`src/rtl/usb_pkg.sv`:
```
// rtl/usb_pkg.sv - shared USB line-state constants and default timing.
package usb_pkg;

    localparam logic [1:0] LINE_J   = 2'b10;
    localparam logic [1:0] LINE_K   = 2'b01;
    localparam logic [1:0] LINE_SE0 = 2'b00;

    localparam int USB_CLKS_PER_BIT = 8;
    localparam int USB_SAMPLE_PT    = 3;
    localparam int USB_STUFF_LEN    = 6;

endpackage

```
`src/rtl/usb_bit_timer.sv`:
```
// rtl/usb_bit_timer.sv - D+ edge detector and resyncing bit timer producing the sample strobe.
module usb_bit_timer
    import usb_pkg::*;
#(
    parameter int CLKS_PER_BIT = USB_CLKS_PER_BIT,
    parameter int SAMPLE_PT    = USB_SAMPLE_PT
) (
    input  logic clk,
    input  logic n_rst,
    input  logic rcving,
    input  logic d_plus,
    output logic sample
);

    localparam int CNT_W = (CLKS_PER_BIT > 1) ? $clog2(CLKS_PER_BIT) : 1;

    logic             dp_q;
    logic             line_edge;
    logic [CNT_W-1:0] cnt;

    assign line_edge = (d_plus != dp_q);
    assign sample    = rcving && (cnt == CNT_W'(SAMPLE_PT));

    always_ff @(posedge clk or negedge n_rst) begin
        if (!n_rst) begin
            dp_q <= 1'b1;
            cnt  <= '0;
        end else begin
            dp_q <= d_plus;
            // Any D+ transition restarts the bit period so sampling tracks the sender.
            if (!rcving || line_edge) begin
                cnt <= '0;
            end else if (cnt == CNT_W'(CLKS_PER_BIT - 1)) begin
                cnt <= '0;
            end else begin
                cnt <= cnt + CNT_W'(1);
            end
        end
    end

endmodule

```
`src/rtl/usb_rx_bit_decoder.sv`:
```
// rtl/usb_rx_bit_decoder.sv - USB FS receive NRZI decoder with bit unstuffing, EOP and stuff-error flags.
module usb_rx_bit_decoder
    import usb_pkg::*;
#(
    parameter int CLKS_PER_BIT = USB_CLKS_PER_BIT,
    parameter int SAMPLE_PT    = USB_SAMPLE_PT,
    parameter int STUFF_LEN    = USB_STUFF_LEN
) (
    input  logic clk,
    input  logic n_rst,
    input  logic rcving,
    input  logic d_plus,
    input  logic d_minus,
    output logic serial_out,
    output logic shift_en,
    output logic stuff_err,
    output logic eop
);

    localparam int ONES_W = $clog2(STUFF_LEN + 1);

    logic              sample;
    logic              last_dp;
    logic [ONES_W-1:0] ones;
    logic              line_se0;
    logic              nrzi_bit;
    logic              at_limit;

    usb_bit_timer #(
        .CLKS_PER_BIT(CLKS_PER_BIT),
        .SAMPLE_PT   (SAMPLE_PT)
    ) u_bit_timer (
        .clk   (clk),
        .n_rst (n_rst),
        .rcving(rcving),
        .d_plus(d_plus),
        .sample(sample)
    );

    assign line_se0 = ({d_plus, d_minus} == LINE_SE0);
    assign nrzi_bit = (d_plus == last_dp);
    assign at_limit = (ones == ONES_W'(STUFF_LEN));

    always_ff @(posedge clk or negedge n_rst) begin
        if (!n_rst) begin
            serial_out <= 1'b0;
            shift_en   <= 1'b0;
            stuff_err  <= 1'b0;
            eop        <= 1'b0;
            ones       <= '0;
            last_dp    <= 1'b1;
        end else begin
            shift_en  <= 1'b0;
            stuff_err <= 1'b0;
            eop       <= 1'b0;
            if (!rcving) begin
                ones    <= '0;
                last_dp <= 1'b1;
            end else if (sample) begin
                if (line_se0) begin
                    // SE0 carries no NRZI level, so the reference level is left alone.
                    eop  <= 1'b1;
                    ones <= '0;
                end else begin
                    last_dp <= d_plus;
                    if (at_limit) begin
                        // A 0 here is the stuffed bit and is dropped; a 1 is a violation.
                        stuff_err <= nrzi_bit;
                        ones      <= '0;
                    end else begin
                        shift_en   <= 1'b1;
                        serial_out <= nrzi_bit;
                        ones       <= nrzi_bit ? ones + ONES_W'(1) : '0;
                    end
                end
            end
        end
    end

endmodule
```
`config.mk`:
```
export PLATFORM = sky130hd
export DESIGN_NAME = usb_rx_bit_decoder
export DESIGN_NICKNAME = d
export VERILOG_FILES = /design/src/rtl/usb_pkg.sv /design/src/rtl/usb_bit_timer.sv /design/src/rtl/usb_rx_bit_decoder.sv
export SDC_FILE = /design/constraint.sdc
export NUM_CORES = 1
export LEC_CHECK = 0
export ABC_CLOCK_PERIOD_IN_PS = 1400
export BUFFER_PORTS_ARGS = -buffer_cell sky130_fd_sc_hd__buf_2
export CORE_UTILIZATION = 30
export CTS_CLUSTER_DIAMETER = 30
export DETAILED_ROUTE_END_ITERATION = 16
export PLACE_DENSITY_LB_ADDON = 0.08
export SLEW_MARGIN = 20
export SYNTH_ARGS = -nofsm -noshare
export SYNTH_HDL_FRONTEND = slang
export SYNTH_SLANG_ARGS = --single-unit
```
`constraint.sdc`:
```
create_clock -name clk -period 1.4 [get_ports clk]
set_input_delay 0.28 -clock clk [delete_from_list [all_inputs] [get_ports clk]]
set_output_delay 0.28 -clock clk [all_outputs]
set_load 0.03 [all_outputs]
```
* Word-level counts from Yosys, hierarchy flattened
Cells that the tools add are included.
** Operators by class
- Bitwise operators :: 2
- Reductions and logical operators :: 6
- Multiplexer cells :: 21
- $add $sub $neg :: 2
- Equal/unequal tests :: 7
** Operators by type and width (count)
- $mux 3 :: 7
- $mux 1 :: 14
- $add 3x1->3 const B :: 2
- $eq 3x3->1 const B :: 2
- $reduce_and 4->1 :: 1
- $eq 3x2->1 const B :: 1
- $logic_not 2->1 :: 1
- $ne 2x1->1 const B :: 1
- $ne 2x2->1 const B :: 1
- $not 1->1 :: 2
- $reduce_and 2->1 :: 1
- $eq 1x1->1 :: 1
- $logic_and 1x1->1 :: 1
- $logic_not 1->1 :: 1
- $logic_or 1x1->1 :: 1
- $ne 1x1->1 :: 1
** Word-level totals
- Register bits :: 12
- Output and inout port bits :: 4

* Depth between registers and ports, before layout
Gate-level depths: netlist of the first run.
- Depth in word-level cells :: 6
- Mapped depth :: 5
- Depth with buffers taken out :: 5

* Modules after synthesis
A second synthesis of the first run with hierarchy kept.
** Second synthesis, totals
- Cells, all modules :: 47
- Area, all modules :: 563.0 um^2
** Modules (own cells, without submodules)
- usb_rx_bit_decoder :: times used 1, area an instance 379.1 um^2, cells each 34
- usb_bit_timer :: times used 1, area an instance 183.9 um^2, cells each 13

* Least setup slack after synthesis of the first run
No wires, ideal clock.
- Kind :: flip-flop to flip-flop
- Start :: reg u_bit_timer.cnt[0]
- End :: reg ones[2]
- Library setup time :: 0.087 ns
- Required time :: 1.313 ns
- Slack :: 0.125 ns
- Arrival time :: 1.188 ns
- Cell stages (with the launch flop) :: 6
- Cells stage by stage :: dfrtp_1 ha_1 ha_1 and2b_1 nor2_1 a22oi_1
** Between the ends
- Cells in the longest elaborated chain, start to end :: 3
** RTL lines
- from (decl) :: RTL line usb_bit_timer.sv:19 : logic [CNT_W-1:0] cnt;
- from (signal assigned) :: RTL line usb_bit_timer.sv:36 : cnt <= cnt + CNT_W'(1);
- $eq 3x2->1 :: RTL line usb_bit_timer.sv:22 : assign sample = rcving && (cnt == CNT_W'(SAMPLE_PT));
- $logic_and 1x1->1 :: RTL line usb_bit_timer.sv:22
- $ne 2x1->1 (no line)
- to (signal assigned) :: RTL line usb_rx_bit_decoder.sv:73 : ones <= nrzi_bit ? ones + ONES_W'(1) : '0;
- to (decl) :: RTL line usb_rx_bit_decoder.sv:24 : logic [ONES_W-1:0] ones;
No other way between the ends.
A chain may end at the register's enable or synchronous reset.

* Worst setup path in the final report of the first run
Ends and elaborated chain as after synthesis.

==> summary.txt, run 1 <==
Layout
  – Finished Layout Cells: 91
  – Layout area overhead: 25.0%
  – Fin nets: 77
  – Finished Core Util: 0.411
  – Ratio of cells with drive above 1 in the final layout: 0.318
  – Antenna diode count: 0
  – # fillers: 188

Timing
  – Final setup margin: 0.0532 ns
  – Final Hold Vio Count: 0
  – Min Tclk post-route: 1.35 ns
  – Tightest Pin Transition: 0.268 ns
  – Slew headroom: 0.822
  – Worst Skew: 0.00368 ns
  – Final setup fails: 0
  – Final Max Slew Viols: 0
  – Crit share post-route: 0.962
  – Max Fclk: 743 MHz
  – Setup_tns: 0 ns

Critical path
  – Critical Path AT: 1.53 ns
  – Critical path peak fanout: 6
  – Req. time, crit path: 1.58 ns
  – Critical Path End Type: register
  – Crit start category: register
  – Crit path kind: register to register

Die
  – Die H: 46.0 um
  – Area of the die: 0.00212 mm^2
  – Initial Utilization: 0.329
  – Total core area: 0.00176 mm^2
  – Row cnt: 15
  – Die span in x: 46.0 um
  – # IOs: 9

Power
  – P_int: 0.505 mW
  – Part of the power in registers: 0.554
  – PwrDens: 926 mW/mm^2
  – Clock power share: 0.325
  – Worst VDD drop: 0.460 mV
  – Switching share of total power: 0.249
  – Total power: 0.672 mW
  – Net switching power: 0.167 mW
  – Leak Pwr: 0.336 nW
  – Gate power share: 0.122

Yosys
  – Syn avg cell area: 11.2 um^2
  – Yosys warns: 0
  – Mapped cell area: 581 um^2
  – Top FF cell, synth: dfrtp_1
  – Number of synthesized flops with an enable pin: 0
  – Area share of the largest cell type after synthesis: 0.431
  – Seq/Total Area, Yosys: 0.522
  – Number of synthesized register bits: 12
  – Asr flop ratio synth: 1.00
  – Netlist cell types: 18
  – Post-synth top area cell: dfrtp_1
  – Mapped Nets: 62
  – Cells after Synth: 52
  – Largest cells by area after synthesis: dfrtp_1, ha_1, dfstp_2

Clocking
  – CTS sink count: 12
  – CTS root buf: clkbuf_4
  – CTS tree: built
  – Clk_lat worst skew: 0.27 ns
  – # H-tree levels: 1
  – CTS max path bufs: 2
  – Num CTS Buffers: 3
  – Worst-path clk slew: 0.07 ns

Run
  – Maxcap violations: 0

Route
  – ANT nets after route: 0
  – Via count: 408
  – 1st-pass router iterations: 4
  – Initial DRC count: 8
  – Vias per cell: 4.48
  – Final wirelength: 1020 um
  – Routed len/inst: 11.2 um
  – DRC violations left: 0

Global route
  – GRT Residual Overflow: 0
  – Number of global-route vias before repair: 397
  – Antenna violations before repair: 0
  – First-pass GRT wire length: 1700 um
  – Largest net degree at the start of global routing: 13
  – Total track usage: 0.118

Worst hold path
  – Min-Delay Path Class: primary input to register

Place
  – Hpwl dp: 729 um
  – IO buf count: 8
  – GPL Wtd Cong: 0.667
  – Post-placement worst setup slack: 0.0161 ns
  – Placed Cells incl. Taps: 85

Run status
  – Outcome: finished clean
[kinds of logic after synthesis]
logic type               Yosys count  synth area share
buffers and inverters              6            0.0517
AND/OR/NAND/NOR                   20             0.200
adder cells (fa/ha/maj)            5             0.108
AO/OA/AOI/OAI                      7            0.0884
XOR/XNOR                           2            0.0302
flip-flops                        12             0.522
[synth_stat cells (2+ instances only)]
master,instances
dfrtp_1,10
nand2_1,6
ha_1,5
inv_1,5
nor2_1,5
nor3_1,3
o21ai_0,3
dfstp_2,2
nor3b_1,2
o2111ai_1,2
xnor2_1,2
[sequential cells by signal, indices dropped and copies added (netlist names)]
| name | count |
|---|---|
| ones | 3 |
| u_bit_timer.dp_q | 1 |
| u_bit_timer.cnt | 3 |
| stuff_err | 1 |
| last_dp | 1 |
| serial_out | 1 |
| eop | 1 |
| shift_en | 1 |
[final timing paths]
| kind | startpoint | end | slack (ns) | cells after the start |
|---|---|---|---|---|
| setup / recovery | u_bit_timer.cnt[0] | ones[2] | 0.05 | 5 |
| hold / removal | d_plus | u_bit_timer.dp_q | 0.20 | 1 |
| setup reg to reg | u_bit_timer.cnt[0] | ones[2] | 0.05 | 5 |
| hold reg to reg | u_bit_timer.cnt[0] | u_bit_timer.cnt[0] | 0.44 | 1 |
| max in group asynchronous | n_rst | u_bit_timer.dp_q | 0.71 | 2 |
| min in group asynchronous | n_rst | eop | 0.42 | 2 |
[critical path, stage by stage (launching register included)]
cell and delay (ns):
dfrtp_1 0.38, ha_1 0.24, ha_4 0.19, and2b_1 0.24, nor2_1 0.05, a22oi_1 0.16
[per-layer routing]
layer	vias up	global-route usage	part of all wire
met5	-	0	0
met4	0	0.0882	0.0088
met3	2	0.0238	0.043
met2	9	0.166	0.46
met1	191	0.156	0.48
li1	206	-	-
[power groups by stage]
stage / Combinational [mW] / Sequential (mW) / Clock, mW
2_1_floorplan: 0.0345 / 0.393 / 0
4_1_cts: 0.0803 / 0.372 / 0.228
3_3_place_gp: 0.0779 / 0.379 / 0
3_5_place_dp: 0.0767 / 0.379 / 0
5_1_grt: 0.0916 / 0.374 / 0.242
6_report: 0.0818 / 0.372 / 0.218
[layout by cell type, fill, tap and decap left out, types with 2 or more instances in the layout]
cell type,n
dfrtp_1,10
buf_2,8
nand2_1,6
inv_1,5
nor2_1,5
ha_1,4
nor3_1,3
clkbuf_4,3
xnor2_1,2
o2111ai_1,2
o21ai_0,2
dfstp_2,2
buf_4,2
[per-stage QoR]
step	instance area (um^2)	hold slack [ns]
finish	726	0.200
global route	726	0.196
CTS	692	0.197
detailed placement	648	0.176
floorplan	581	-0.0156
global placement	648	0.177
[timing repair]
item                                   CTS  global route
pin swaps                                0             1
endpoints found under the hold margin   10             0
hold buffers                             1             0
setup endpoints to repair                2             4
setup buffers                            0             1
resized for setup                        2             3
[cell type report]
type | count | area [um^2] | share of cell area
tap | 25 | 31.3 | 0.0431
inverter | 5 | 18.8 | 0.0259
sequential | 12 | 303 | 0.417
clock buffer | 4 | 26.3 | 0.0362
timing repair buffer | 11 | 65.1 | 0.0897
multi-input combinational | 34 | 282 | 0.388
No activity file was read; power rests on OpenSTA's default activity.
==> run 2: changes to the inputs <==
Settings changed: ABC_AREA from default to 1.
==> summary.txt, run 2 <==
Yosys
  – Syn avg cell area: 10.4 um^2 (was 11.2 um^2)
  – Netlist cell types: 20 (was 18)
  – Largest family of logic cells by synthesized area: simple AND/OR/NAND/NOR gates (unchanged)
  – Top FF cell, synth: dfrtp_1 (unchanged)
  – Number of synthesized register bits: 12 (unchanged)
  – Seq/Total Area, Yosys: 0.508 (was 0.522)
  – Xor/xnor share of the synthesized area: 0.0609 (was 0.0302)
  – Number of synthesized flops with an enable pin: 0 (unchanged)
  – Yosys warns: 0 (unchanged)
  – Area share of the largest cell type after synthesis: 0.420 (was 0.431)
  – Asr flop ratio synth: 1.00 (unchanged)
  – Post-synth top area cell: dfrtp_1 (unchanged)
  – Cells after Synth: 57 (was 52)
  – Largest cells by area after synthesis: dfrtp_1, ha_1, dfstp_2 (unchanged)
  – Mapped Nets: 67 (was 62)
  – Post-synthesis compound-gate area fraction: 0.0399 (was 0.0884)
  – Most frequent cell after synthesis: nand2_1 (was dfrtp_1)
  – Mapped cell area: 596 um^2 (was 581 um^2)
  – Mux share of post-synthesis cell area: 0 (unchanged)
  – Synth cell count leaders: nand2_1, dfrtp_1, ha_1, inv_1 (was dfrtp_1, nand2_1, ha_1, inv_1, nor2_1)
  – Post-synthesis adder-cell area fraction: 0.105 (was 0.108)
  – Simple-gate share of the synthesized area: 0.229 (was 0.200)

Power
  – PwrDens: 1030 mW/mm^2 (was 926 mW/mm^2)
  – Worst VDD drop: 0.742 mV (was 0.460 mV)
  – Net switching power: 0.173 mW (was 0.167 mW)
  – Clock power share: 0.377 (was 0.325)
  – P_int: 0.550 mW (was 0.505 mW)
  – Part of the power in registers: 0.512 (was 0.554)
  – Leak Pwr: 0.384 nW (was 0.336 nW)
  – Switching share of total power: 0.240 (was 0.249)
  – Gate power share: 0.111 (was 0.122)

Layout
  – Ratio of cells with drive above 1 in the final layout: 0.304 (was 0.318)
  – Reg area: 303 um^2 (unchanged)
  – Top Registers: ones (3), u_bit_timer.cnt (3) (unchanged)
  – Leading cell type in the layout, fill and taps excluded: nand2_1 (was dfrtp_1)
  – Antenna diode count: 0 (unchanged)
  – # fillers: 189 (was 188)
  – Finished Layout Cells: 94 (was 91)
  – Layout area overhead: 17.9% (was 25.0%)
  – Multi-input gate area: 259 um^2 (was 282 um^2)
  – Most frequent cells in the layout: nand2_1, dfrtp_1, buf_2 (was dfrtp_1, buf_2, nand2_1)
  – Fin nets: 80 (was 77)

Clocking
  – CTS max path bufs: 2 (unchanged)
  – CTS tree: built (unchanged)
  – Worst-path clk slew: 0.08 ns (was 0.07 ns)
  – Num CTS Buffers: 3 (unchanged)
  – Post-CTS Setup Repair Bufs: 0 (unchanged)
  – # H-tree levels: 1 (unchanged)
  – CTS root buf: clkbuf_4 (unchanged)
  – Clk_lat worst skew: 0.26 ns (was 0.27 ns)
  – CTS sink count: 12 (unchanged)

Die
  – Die span in x: 46.6 um (was 46.0 um)
  – Area of the die: 0.00217 mm^2 (was 0.00212 mm^2)
  – Row cnt: 15 (unchanged)
  – Total core area: 0.00180 mm^2 (was 0.00176 mm^2)
  – Initial Utilization: 0.331 (was 0.329)
  – # IOs: 9 (unchanged)
  – Die H: 46.6 um (was 46.0 um)

Route
  – Vias per cell: 4.32 (was 4.48)
  – Via count: 406 (was 408)
  – DRC violations left: 0 (unchanged)
  – Initial DRC count: 5 (was 8)
  – Final wirelength: 926 um (was 1020 um)
  – Routed len/inst: 9.85 um (was 11.2 um)
  – 1st-pass router iterations: 4 (unchanged)
  – ANT nets after route: 0 (unchanged)

Critical path
  – Crit-path max cell delay: 0.38 ns (about the same)
  – CP dominant cell by count: ha_1
  – Critical Path End Type: register (unchanged)
  – Crit start category: register (unchanged)
  – Crit path kind: register to register (unchanged)
  – Req. time, crit path: 1.56 ns (was 1.58 ns)
  – Critical-path top delay cell: dfrtp_1 (unchanged)
  – Worst path cell trace: ha_1, ha_1, nand2_2, nor3_1, and2_1 (was ha_1, ha_4, and2b_1, nor2_1, a22oi_1)
  – Critical path peak fanout: 4 (was 6)
  – Critical Path AT: 1.41 ns (was 1.53 ns)

Timing
  – Slew headroom: 0.814 (was 0.822)
  – Final setup fails: 0 (unchanged)
  – Max Fclk: 798 MHz (was 743 MHz)
  – Tightest Pin Transition: 0.279 ns (was 0.268 ns)
  – RSZ-0062 raised after global routing: false
  – Crit share post-route: 0.895 (was 0.962)
  – Min Tclk post-route: 1.25 ns (was 1.35 ns)
  – Worst Skew: 0.00153 ns (was 0.00368 ns)
  – Setup_tns: 0 ns (unchanged)
  – Final Hold Vio Count: 0 (unchanged)
  – Final Max Slew Viols: 0 (unchanged)

Place
  – IO buf count: 8 (unchanged)
  – GPL Wtd Cong: 0.662 (was 0.667)
  – Hpwl dp: 727 um (was 729 um)
  – Placed Cells incl. Taps: 89 (was 85)

Global route
  – GRT Residual Overflow: 0 (unchanged)
  – Antenna violations before repair: 0 (unchanged)
  – First-pass GRT wire length: 1710 um (was 1700 um)
  – Total track usage: 0.115 (was 0.118)
  – Largest net degree at the start of global routing: 13 (unchanged)
  – Number of global-route vias before repair: 410 (was 397)

Run status
  – Outcome: finished clean (unchanged)

Worst hold path
  – Min-Delay Path Class: primary input to register (unchanged)

Run
  – Maxcap violations: 0 (unchanged)
[run 2: changes by cell type in the layout (fill, tap and decap cells not counted), moves of 2 or more]
cell | before | now
nand2_1 | 6 | 13
nand3_1 | 0 | 3
buf_4 | 2 | 0
nor2_1 | 5 | 3
o2111ai_1 | 2 | 0
xnor2_1 | 2 | 0
[run 2: worst paths after layout]
kind                       slack, ns  depth (start not counted)                 end               start
hold / removal                  0.22                          1    u_bit_timer.dp_q              d_plus
min in group asynchronous       0.42                          2           stuff_err               n_rst
max in group asynchronous       0.71                          2             last_dp               n_rst
hold reg to reg                 0.44                          1  u_bit_timer.cnt[0]  u_bit_timer.cnt[0]
setup reg to reg                0.15                          5           stuff_err  u_bit_timer.cnt[0]
setup / recovery                0.15                          5           stuff_err  u_bit_timer.cnt[0]
[run 2: repair_timing]
| item | in CTS | in global routing |
|---|---|---|
| hold buffers | 1 | 0 |
| endpoints found under the hold margin | 10 | 0 |
| gates resized for setup | 0 | 0 |
[run 2: power by group through the flow]
stage / clock network (mW) / registers, mW / logic [mW]
after floorplan: 0 / 0.388 / 0.0428
after global placement: 0 / 0.377 / 0.0792
after detailed placement: 0 / 0.377 / 0.0799
after CTS: 0.283 / 0.370 / 0.0821
after global routing: 0.303 / 0.372 / 0.0906
final: 0.273 / 0.370 / 0.0803
[run 2: area by class of cell]
| type | count | share of cell area |
|---|---|---|
| Clock buffer | 4 | 0.0517 |
| Inverter | 6 | 0.0321 |
| Multi-Input combinational cell | 38 | 0.369 |
| Sequential cell | 12 | 0.431 |
| Tap cell | 25 | 0.0446 |
| Timing Repair Buffer | 9 | 0.0713 |
[run 2: routing by layer]
metal / track usage / routed length [um] / vias up
met3: 0.0353 / 46 / 2
met5: 0 / 0 / -
met4: 0.0529 / 10 / 0
met2: 0.178 / 382 / 11
li1: - / - / 203
met1: 0.146 / 487 / 190
[run 2: metrics by stage]
| stage | hold WS [ns] | instance area [um^2] | power [mW] | util | setup slack [ns] |
|---|---|---|---|---|---|
| after floorplan | -0.0156 | 596 | 0.431 | - | 0.206 |
| after detailed placement | 0.179 | 656 | 0.457 | 0.364 | 0.148 |
| final | 0.220 | 702 | 0.723 | 0.390 | 0.148 |
| after CTS | 0.217 | 702 | 0.735 | 0.390 | 0.137 |
| after global placement | 0.179 | 656 | 0.456 | 0.364 | 0.164 |
| after global routing | 0.210 | 702 | 0.765 | 0.390 | 0.0789 |
[run 2: logic make-up after synthesis]
logic type	count (synthesis)
DFF	12
and+or+nand+nor	27
buffers and inverters	7
adders and majority gates	5
AOI/OAI and AO/OA	4
xor gates and xnor gates	2
[run 2: critical path, delay by kind of cell (launching register included)]
kind                     cells  cell delay (ns)
flip-flops                   1             0.38
AND/OR/NAND/NOR              3             0.32
adder cells (fa/ha/maj)      2             0.44
==> run 3: changes to the inputs <==
Settings changed: REMOVE_ABC_BUFFERS from default to 1.
==> summary.txt, run 3 (same netlist as run 2, synthesis figures left out) <==
Run status
  – Outcome: finished clean (unchanged)

Timing
  – Final setup margin: 0.142 ns (was 0.148 ns)
  – Crit share post-route: 0.898 (was 0.895)
  – RSZ-0062 raised after global routing: false (unchanged)
  – Final setup fails: 0 (unchanged)
  – Min Tclk post-route: 1.26 ns (was 1.25 ns)
  – Final Max Slew Viols: 0 (unchanged)
  – Tightest Pin Transition: 0.268 ns (was 0.279 ns)
  – Setup_tns: 0 ns (unchanged)
  – Final Hold Vio Count: 0 (unchanged)
  – Worst Skew: 0.00303 ns (was 0.00153 ns)
  – Max Fclk: 795 MHz (was 798 MHz)
  – Slew headroom: 0.821 (was 0.814)

Clocking
  – Worst-path clk slew: 0.07 ns (was 0.08 ns)
  – CTS root buf: clkbuf_4 (unchanged)
  – # H-tree levels: 1 (unchanged)
  – CTS sink count: 12 (unchanged)
  – Post_cts resized: 0 (unchanged)
  – CTS max path bufs: 2 (unchanged)
  – Cts hold-fix bufs: 1 (unchanged)
  – CTS tree: built (unchanged)
  – Post-CTS Setup Repair Bufs: 0 (unchanged)
  – Clk_lat worst skew: 0.27 ns (was 0.26 ns)
  – Num CTS Buffers: 3 (unchanged)

Route
  – Routed len/inst: 9.57 um (was 9.85 um)
  – Final wirelength: 890 um (was 926 um)
  – Vias per cell: 4.19 (was 4.32)
  – Initial DRC count: 2 (was 5)
  – Via count: 390 (was 406)
  – DRC violations left: 0 (unchanged)
  – ANT nets after route: 0 (unchanged)
  – 1st-pass router iterations: 2 (was 4)

Critical path
  – Critical Path AT: 1.42 ns (was 1.41 ns)
  – Critical path peak fanout: 4 (unchanged)
  – Req. time, crit path: 1.56 ns (about the same)
  – Crit start category: register (unchanged)
  – Crit path kind: register to register (unchanged)
  – Critical Path End Type: register (unchanged)

Global route
  – Antenna violations before repair: 0 (unchanged)
  – Largest net degree at the start of global routing: 13 (unchanged)
  – Number of global-route vias before repair: 351 (was 410)
  – Total track usage: 0.107 (was 0.115)
  – GRT Residual Overflow: 0 (unchanged)
  – First-pass GRT wire length: 1450 um (was 1710 um)

Place
  – GPL Wtd Cong: 0.656 (was 0.662)
  – Hpwl dp: 706 um (was 727 um)
  – Post-placement worst setup slack: 0.150 ns (was 0.148 ns)
  – IO buf count: 8 (unchanged)

Power
  – Part of the power in registers: 0.571 (was 0.512)
  – Switching share of total power: 0.243 (was 0.240)
  – Net switching power: 0.158 mW (was 0.173 mW)
  – PwrDens: 944 mW/mm^2 (was 1030 mW/mm^2)
  – Clock power share: 0.309 (was 0.377)
  – Worst VDD drop: 0.431 mV (was 0.742 mV)
  – Gate power share: 0.120 (was 0.111)
  – P_int: 0.492 mW (was 0.550 mW)
  – Leak Pwr: 0.377 nW (was 0.384 nW)

Die
  – Row cnt: 15 (unchanged)
  – Die span in x: 46.6 um (unchanged)
  – Die H: 46.6 um (unchanged)
  – Initial Utilization: 0.331 (unchanged)
  – Area of the die: 0.00217 mm^2 (unchanged)
  – # IOs: 9 (unchanged)
  – Total core area: 0.00180 mm^2 (unchanged)

Layout
  – Top Registers: ones (3), u_bit_timer.cnt (3) (unchanged)
  – # fillers: 189 (unchanged)
  – Leading cell type in the layout, fill and taps excluded: nand2_1 (unchanged)
  – Fin nets: 80 (unchanged)
  – Ratio of cells with drive above 1 in the final layout: 0.294 (was 0.304)
  – Multi-input gate area: 259 um^2 (unchanged)
  – Most frequent cells in the layout: nand2_1, dfrtp_1, buf_2 (unchanged)
  – Layout area overhead: 15.5% (was 17.9%)
  – Reg area: 303 um^2 (unchanged)
  – Antenna diode count: 0 (unchanged)

Run
  – Maxcap violations: 0 (unchanged)

Worst hold path
  – Min-Delay Path Class: primary input to register (unchanged)
## run 3: changes by cell type in the layout (fill, tap and decap cells not counted)
cell / previous run / this run
clkbuf_8: 1 / 0
## run 3: routing by layer
metal / vias up / GRT usage / share of wire
met3: 2 / 0.0706 / 0.057
li1: 202 / - / -
met1: 175 / 0.114 / 0.47
met4: 0 / 0.0706 / 0.020
met5: - / 0 / 0
met2: 11 / 0.153 / 0.46
## run 3: power by group through the flow
| stage | clock network, mW | registers [mW] | logic, mW |
|---|---|---|---|
| 4_1_cts | 0.212 | 0.371 | 0.0803 |
| 6_report | 0.201 | 0.371 | 0.0782 |
| 3_3_place_gp | 0 | 0.377 | 0.0784 |
| 5_1_grt | 0.237 | 0.372 | 0.0886 |
| 3_5_place_dp | 0 | 0.377 | 0.0781 |
| 2_1_floorplan | 0 | 0.388 | 0.0361 |
## run 3: metrics by stage
| stage | std cells | hold WS (ns) | total power [mW] | util | instance area, um^2 |
|---|---|---|---|---|---|
| 2_1_floorplan | 56 | -0.0156 | 0.424 | - | 584 |
| 3_3_place_gp | 89 | 0.179 | 0.456 | 0.364 | 656 |
| 3_5_place_dp | 89 | 0.175 | 0.455 | 0.364 | 656 |
| 4_1_cts | 93 | 0.216 | 0.663 | 0.382 | 688 |
| 5_1_grt | 93 | 0.202 | 0.697 | 0.382 | 688 |
| 6_report | 93 | 0.220 | 0.650 | 0.382 | 688 |
## run 3: final timing paths
kind | from | endpoint | slack [ns] | cells after the start
setup / recovery | u_bit_timer.cnt[0] | stuff_err | 0.14 | 5
hold / removal | d_plus | u_bit_timer.dp_q | 0.22 | 1
setup reg to reg | u_bit_timer.cnt[0] | stuff_err | 0.14 | 5
hold reg to reg | u_bit_timer.cnt[0] | u_bit_timer.cnt[0] | 0.45 | 1
max in group asynchronous | n_rst | u_bit_timer.dp_q | 0.72 | 2
min in group asynchronous | n_rst | u_bit_timer.cnt[2] | 0.41 | 2
## run 3: cell type report
type                    count  share of cell area
clock buffers               3              0.0327
inverters                   6              0.0327
multi-input cells          38               0.376
flip-flops and latches     12               0.440
well taps                  25              0.0455
repair buffers              9              0.0727
## run 3: worst max-delay path: stages (launching register included)
cell     delay, ns
dfrtp_1       0.39
ha_1          0.21
ha_1          0.22
nand2_2       0.13
nor3_1        0.07
and2_1        0.13
